===== config.mk =====
export PLATFORM = sky130hd
export DESIGN_NAME = fifo_wr_arbiter_flat
export DESIGN_NICKNAME = d
export VERILOG_FILES = /design/src/rtl/fifo_wr_arbiter_if.sv /design/src/rtl/fifo_wr_arbiter.sv /design/src/flat_wrapper.sv
export SDC_FILE = /design/constraint.sdc
export NUM_CORES = 1
export LEC_CHECK = 0
export ABC_AREA = 1
export BUFFER_PORTS_ARGS = -buffer_cell sky130_fd_sc_hd__buf_2
export CORE_MARGIN = 4
export CORE_UTILIZATION = 40
export DETAILED_ROUTE_END_ITERATION = 8
export PLACE_DENSITY = 0.76
export SLEW_MARGIN = 20
export SYNTH_ARGS = -nofsm -noshare
export SYNTH_HDL_FRONTEND = slang
export SYNTH_SLANG_ARGS = --single-unit

===== constraint.sdc =====
create_clock -name wr_clk -period 2.25 [get_ports wr_clk]
set_input_delay 0.225 -clock wr_clk [delete_from_list [all_inputs] [get_ports wr_clk]]
set_output_delay 0.225 -clock wr_clk [all_outputs]
set_load 0.02 [all_outputs]

===== src/rtl/fifo_wr_arbiter_if.sv =====
// Producer/FIFO write-side bundle shared between the arbiter (slave) and
// the producers plus async FIFO write port (master).
interface fifo_wr_arbiter_if #(
    parameter int unsigned DATA_WIDTH = 8,
    parameter int unsigned NUM_REQ    = 4
);
    logic [NUM_REQ-1:0]            req;
    logic [NUM_REQ*DATA_WIDTH-1:0] req_data;
    logic [NUM_REQ-1:0]            gnt;
    logic                          fifo_full;
    logic                          fifo_overflow;
    logic                          wr_en;
    logic [DATA_WIDTH-1:0]         wdata;

    modport slave (
        input  req, req_data, fifo_full, fifo_overflow,
        output gnt, wr_en, wdata
    );

    modport master (
        output req, req_data, fifo_full, fifo_overflow,
        input  gnt, wr_en, wdata
    );
endinterface


===== src/rtl/fifo_wr_arbiter.sv =====
// Round-robin arbiter sharing the async FIFO write port among NUM_REQ
// producers, with bounded bursts, stall on full and sticky overflow error.
module fifo_wr_arbiter #(
    parameter int unsigned DATA_WIDTH = 8,
    parameter int unsigned NUM_REQ    = 4,
    parameter int unsigned MAX_BURST  = 4
) (
    input  logic                  wr_clk,
    input  logic                  rst_n,
    fifo_wr_arbiter_if.slave      bus,
    input  logic                  err_clr,
    output logic [2:0]            owner,
    output logic                  busy,
    output logic                  err_overflow,
    output logic [15:0]           beat_total
);
    localparam int unsigned IDX_W     = (NUM_REQ > 1) ? $clog2(NUM_REQ) : 1;
    localparam logic [3:0]  MAX_BEATS = 4'(MAX_BURST);
    localparam logic [2:0]  LAST_RST  = 3'(NUM_REQ - 1);

    typedef enum logic {
        IDLE  = 1'b0,
        BURST = 1'b1
    } state_t;

    state_t      state_q,      state_d;
    logic [2:0]  owner_q,      owner_d;
    logic [2:0]  last_owner_q, last_owner_d;
    logic [3:0]  beat_cnt_q,   beat_cnt_d;
    logic        err_q,        err_d;
    logic [15:0] total_q,      total_d;

    logic [IDX_W-1:0] owner_idx;
    logic [IDX_W-1:0] cand;
    logic [2:0]       pick;
    logic             pick_valid;
    logic             req_own;
    logic             accept_c;

    assign owner_idx = owner_q[IDX_W-1:0];
    assign req_own   = bus.req[owner_idx];
    assign accept_c  = (state_q == BURST) && req_own && !bus.fifo_full;

    // Round-robin scan starting just after the previous burst owner.
    always_comb begin
        pick_valid = 1'b0;
        pick       = '0;
        cand       = '0;
        for (int unsigned k = 1; k <= NUM_REQ; k++) begin
            cand = IDX_W'((32'(last_owner_q) + k) % NUM_REQ);
            if (!pick_valid && bus.req[cand]) begin
                pick_valid = 1'b1;
                pick       = 3'(cand);
            end
        end
    end

    // Write-port drive: combinational so an accepted beat reaches the FIFO this cycle.
    always_comb begin
        bus.gnt   = '0;
        bus.wr_en = 1'b0;
        bus.wdata = '0;
        if (accept_c) begin
            bus.gnt   = NUM_REQ'(1) << owner_idx;
            bus.wr_en = 1'b1;
            bus.wdata = bus.req_data[DATA_WIDTH*owner_idx +: DATA_WIDTH];
        end
    end

    // Next-state and counter update.
    always_comb begin
        state_d      = state_q;
        owner_d      = owner_q;
        last_owner_d = last_owner_q;
        beat_cnt_d   = beat_cnt_q;
        total_d      = total_q;
        err_d        = bus.fifo_overflow | (err_q & ~err_clr);

        case (state_q)
            IDLE: begin
                if (pick_valid) begin
                    owner_d    = pick;
                    beat_cnt_d = '0;
                    state_d    = BURST;
                end
            end
            BURST: begin
                if (accept_c) begin
                    beat_cnt_d = beat_cnt_q + 4'd1;
                    total_d    = total_q + 16'd1;
                    if (beat_cnt_q + 4'd1 == MAX_BEATS) begin
                        state_d      = IDLE;
                        last_owner_d = owner_q;
                    end
                end else if (!req_own) begin
                    state_d      = IDLE;
                    last_owner_d = owner_q;
                end
            end
            default: state_d = IDLE;
        endcase
    end

    always_ff @(posedge wr_clk or negedge rst_n) begin
        if (!rst_n) begin
            state_q      <= IDLE;
            owner_q      <= '0;
            last_owner_q <= LAST_RST;
            beat_cnt_q   <= '0;
            err_q        <= 1'b0;
            total_q      <= '0;
        end else begin
            state_q      <= state_d;
            owner_q      <= owner_d;
            last_owner_q <= last_owner_d;
            beat_cnt_q   <= beat_cnt_d;
            err_q        <= err_d;
            total_q      <= total_d;
        end
    end

    assign owner        = owner_q;
    assign busy         = (state_q == BURST);
    assign err_overflow = err_q;
    assign beat_total   = total_q;
endmodule

===== src/flat_wrapper.sv =====
// flat-port wrapper written by rule: the top's interface ports become plain ports
module fifo_wr_arbiter_flat 
#(
    parameter int unsigned DATA_WIDTH = 8,
    parameter int unsigned NUM_REQ    = 4,
    parameter int unsigned MAX_BURST  = 4
)
  (wr_clk, rst_n, err_clr, owner, busy, err_overflow, beat_total, bus_req, bus_req_data, bus_fifo_full, bus_fifo_overflow, bus_gnt, bus_wr_en, bus_wdata);
  fifo_wr_arbiter_if #(.DATA_WIDTH(DATA_WIDTH), .NUM_REQ(NUM_REQ)) bus_i ();
  input  logic wr_clk;
  input  logic rst_n;
  input  logic err_clr;
  output logic [2:0] owner;
  output logic busy;
  output logic err_overflow;
  output logic [15:0] beat_total;
  input wire logic [$bits(bus_i.req)-1:0] bus_req;
  input wire logic [$bits(bus_i.req_data)-1:0] bus_req_data;
  input wire logic [$bits(bus_i.fifo_full)-1:0] bus_fifo_full;
  input wire logic [$bits(bus_i.fifo_overflow)-1:0] bus_fifo_overflow;
  output wire logic [$bits(bus_i.gnt)-1:0] bus_gnt;
  output wire logic [$bits(bus_i.wr_en)-1:0] bus_wr_en;
  output wire logic [$bits(bus_i.wdata)-1:0] bus_wdata;
  assign bus_i.req = bus_req;
  assign bus_i.req_data = bus_req_data;
  assign bus_i.fifo_full = bus_fifo_full;
  assign bus_i.fifo_overflow = bus_fifo_overflow;
  assign bus_gnt = bus_i.gnt;
  assign bus_wr_en = bus_i.wr_en;
  assign bus_wdata = bus_i.wdata;
  fifo_wr_arbiter #(.DATA_WIDTH(DATA_WIDTH), .NUM_REQ(NUM_REQ), .MAX_BURST(MAX_BURST)) u_core (.wr_clk(wr_clk), .rst_n(rst_n), .bus(bus_i), .err_clr(err_clr), .owner(owner), .busy(busy), .err_overflow(err_overflow), .beat_total(beat_total));
endmodule

==> summary.txt <==
share of layout cells above drive strength 1 -> 28.97%
Fin Clk Skew -> 0.008599 ns
Antenna diodes -> 0
worst slew pin tran -> 0.5555 ns
Clock Tree Buf Depth -> 2
# fillers -> 434
Peak VDD IR -> 0.7727 mV
Post-DP HPWL -> 3945 um
Min-Delay Path Class -> in -> reg
syn_area_per_cell -> 6.924 um2
met1 Usage GRT -> 21.26%
final max-slew violation count -> 0
H-tree levels -> 1
Chip Width -> 77.74 um
Tcrit/Tclk final -> 93.68%
startpoint types -> flip-flop
maximum clock rate -> 474.4 MHz
number of global-route vias before repair -> 1967
min Tclk post-route -> 2.108 ns
footprint of the multi-input gates -> 1132 um2
Seq. cell area -> 655.6 um2
nets@finish -> 403
vias post-DR -> 2092
die footprint -> 6044 um2
GRT met2 Usage -> 28.77%
final WL -> 5064 um
placer congestion estimate -> 0.8564
grt met3 use -> 3.944%
register area share after synthesis -> 33.57%
vias per std cell -> 4.911
worst path arrival time -> 1.88 ns
Layout area overhead -> 28.68%
Clock Sinks -> 26
Mapped Cells -> 281
slew margin rel. -> 62.97%
gr busiest metal -> met2
Leakage -> 0.001318 uW
CP dominant cell by count -> nand2_1
First DRT Iteration DRCs -> 98
total track usage -> 16.84%
core area -> 4723 um2
insertion delay to the later sink of the worst-skew pair -> 0.27 ns
Initial Util -> 41.19%
crit-path max FO -> 13
Die Y -> 77.74 um
post-route cell area -> 2504 um2
synth warn -> 0
clock root buffer -> clkbuf_8
placed cell count -> 416
Crit path buffers/inverters -> 2
kind of critical path -> reg -> out
required time of the critical path -> 2.03 ns
post-synth net total -> 324
P per Cell Area -> 1193 nW/um2
Post-DP Area -> 2345 um2
GRT overflow -> 0
post-synthesis cell type count -> 30
Pre-antenna DRT Iters -> 4
num rows -> 25
CTS tree -> yes
Hold Vio Cnt, Final -> 0
Final ANT Viol Nets -> 0
critical path cell sequence -> buf_4 > nor2_8 > nand2_1 > nand2_1 > nor2_2 > nor2_4 > nand2_8 > a31oi_1 > buf_2
Clock Pin Slew Worst Setup and Hold Paths -> 0.09 ns
DRC -> 0
first-pass GRT wire length -> 8459 um
post-synthesis register bit count -> 26
delay-heaviest family, CP -> simple AND/OR/NAND/NOR gates
status -> complete, no violations
Non-Filler Instances -> 426
Num CTS Buffers -> 3
initial antenna violation count -> 0
CP endpoint kind -> output pin
drt wl/cell -> 11.89 um
slowest CP cell -> dfrtp_2
Final setup viols -> 0
unrepaired setup endpoints after global routing -> yes
largest net degree at the start of global routing -> 27
max-cap violations -> 0
max incr delay on CP -> 0.45 ns
input/output buffers -> 73
synthesized cell area -> 1946 um2
# IOs -> 75
## worst paths after layout
check,start,end,cells after the start,slack (ns)
max,u_core.owner[0],bus_wdata[2],9,0.14
min,err_clr,u_core.err_overflow,2,0.12
max reg2reg,u_core.last_owner_q[0],u_core.owner[0],9,0.36
min reg2reg,u_core.err_overflow,u_core.err_overflow,2,0.52
max in group asynchronous,rst_n,u_core.owner[0],2,1.37
min in group asynchronous,rst_n,u_core.err_overflow,2,0.48
## layer usage
metal  part of all wire, %  wire length (um)
met1                    44              2214
met2                    47              2376
met3                   8.0               404
met4                   1.4                70
met5                     0                 0
## layout make-up
cell class / count / share of cell area (%)
Multi-Input combinational cell: 216 / 45.23
Sequential cell: 26 / 26.19
Timing Repair Buffer: 81 / 17.59
Inverter: 32 / 4.798
Tap cell: 67 / 3.348
Clock buffer: 3 / 1.649
Clock inverter: 1 / 1.199
## flip-flops by register name, summed over array words and instances, names as in the netlist
| register | count |
|---|---|
| u_core.err_overflow | 1 |
| u_core.last_owner_q | 2 |
| u_core.busy | 1 |
| u_core.beat_cnt_q | 4 |
| u_core.beat_total | 16 |
| u_core.owner | 2 |
## repair_timing
| item | 4_1_cts | 5_1_grt |
|---|---|---|
| gates resized for setup | 1 | 9 |
| hold buffers | 1 | 0 |
| endpoints found under the hold margin | 24 | 0 |
| buffers inserted | 1 | 3 |
| gates cloned | 0 | 1 |
| pin swaps | 1 | 3 |
| setup endpoints to repair | 10 | 12 |
## synth_stat cells (all sizes together)
library cell / instances / area share [%]
a21boi: 1 / 0.39
a22oi: 8 / 3.1
a31oi: 8 / 2.6
buf: 8 / 3.7
conb: 1 / 0.19
dfrtp: 24 / 31
dfstp: 2 / 2.7
ha: 2 / 1.3
inv: 32 / 6.2
nand2: 108 / 21
nand3: 22 / 5.7
nand4: 9 / 2.9
nor2: 18 / 5.1
nor3: 8 / 3.2
o21ai: 14 / 3.6
o21bai: 1 / 0.39
o22ai: 1 / 0.32
xnor2: 4 / 2.2
xor2: 10 / 4.5
## metrics by stage
stage,TNS [ns],utilization [%],total power [uW],setup WS (ns),hold WS [ns]
final,0,53.01,2988,0.1421,0.1236
after global routing,-0.03761,53.01,3274,-0.02705,0.1194
after CTS,0,51.71,2910,0.01344,0.1186
after detailed placement,0,49.64,2498,0.2861,0.2489
after global placement,0,49.64,2455,0.3167,0.2551
after floorplan,0,-,2081,0.2198,-0.07059
## where the power goes
part,switching [uW],internal (uW)
Combinational,1140,623
Clock,141,238
Sequential,209,633
Total,1490,1490
## cell families (layout without fill, tap and decap cells)
logic type	count (synthesis)	count (layout)	share of synthesized area [%]
DFF	26	26	33.57
AOI/OAI and AO/OA	33	33	10.35
buffers and inverters	40	117	9.903
other	1	1	0.1927
and+or+nand+nor	165	166	38.01
xor gates and xnor gates	14	14	6.688
adders and majority gates	2	2	1.286
## placed cells by master (no fill, tap or decap), types with 5 or more instances in the layout
| master | synthesis | final |
|---|---|---|
| nor3_1 | 5 | 5 |
| inv_1 | 29 | 29 |
| nand3_1 | 22 | 22 |
| o21ai_0 | 12 | 12 |
| a22oi_1 | 8 | 8 |
| xor2_1 | 10 | 10 |
| nand2_1 | 107 | 107 |
| nor2_1 | 13 | 13 |
| buf_2 | 1 | 68 |
| dfrtp_1 | 24 | 22 |
| nand4_1 | 9 | 9 |
| buf_4 | 3 | 12 |
| a31oi_1 | 8 | 6 |
No activity file was read; power rests on OpenSTA's default activity.
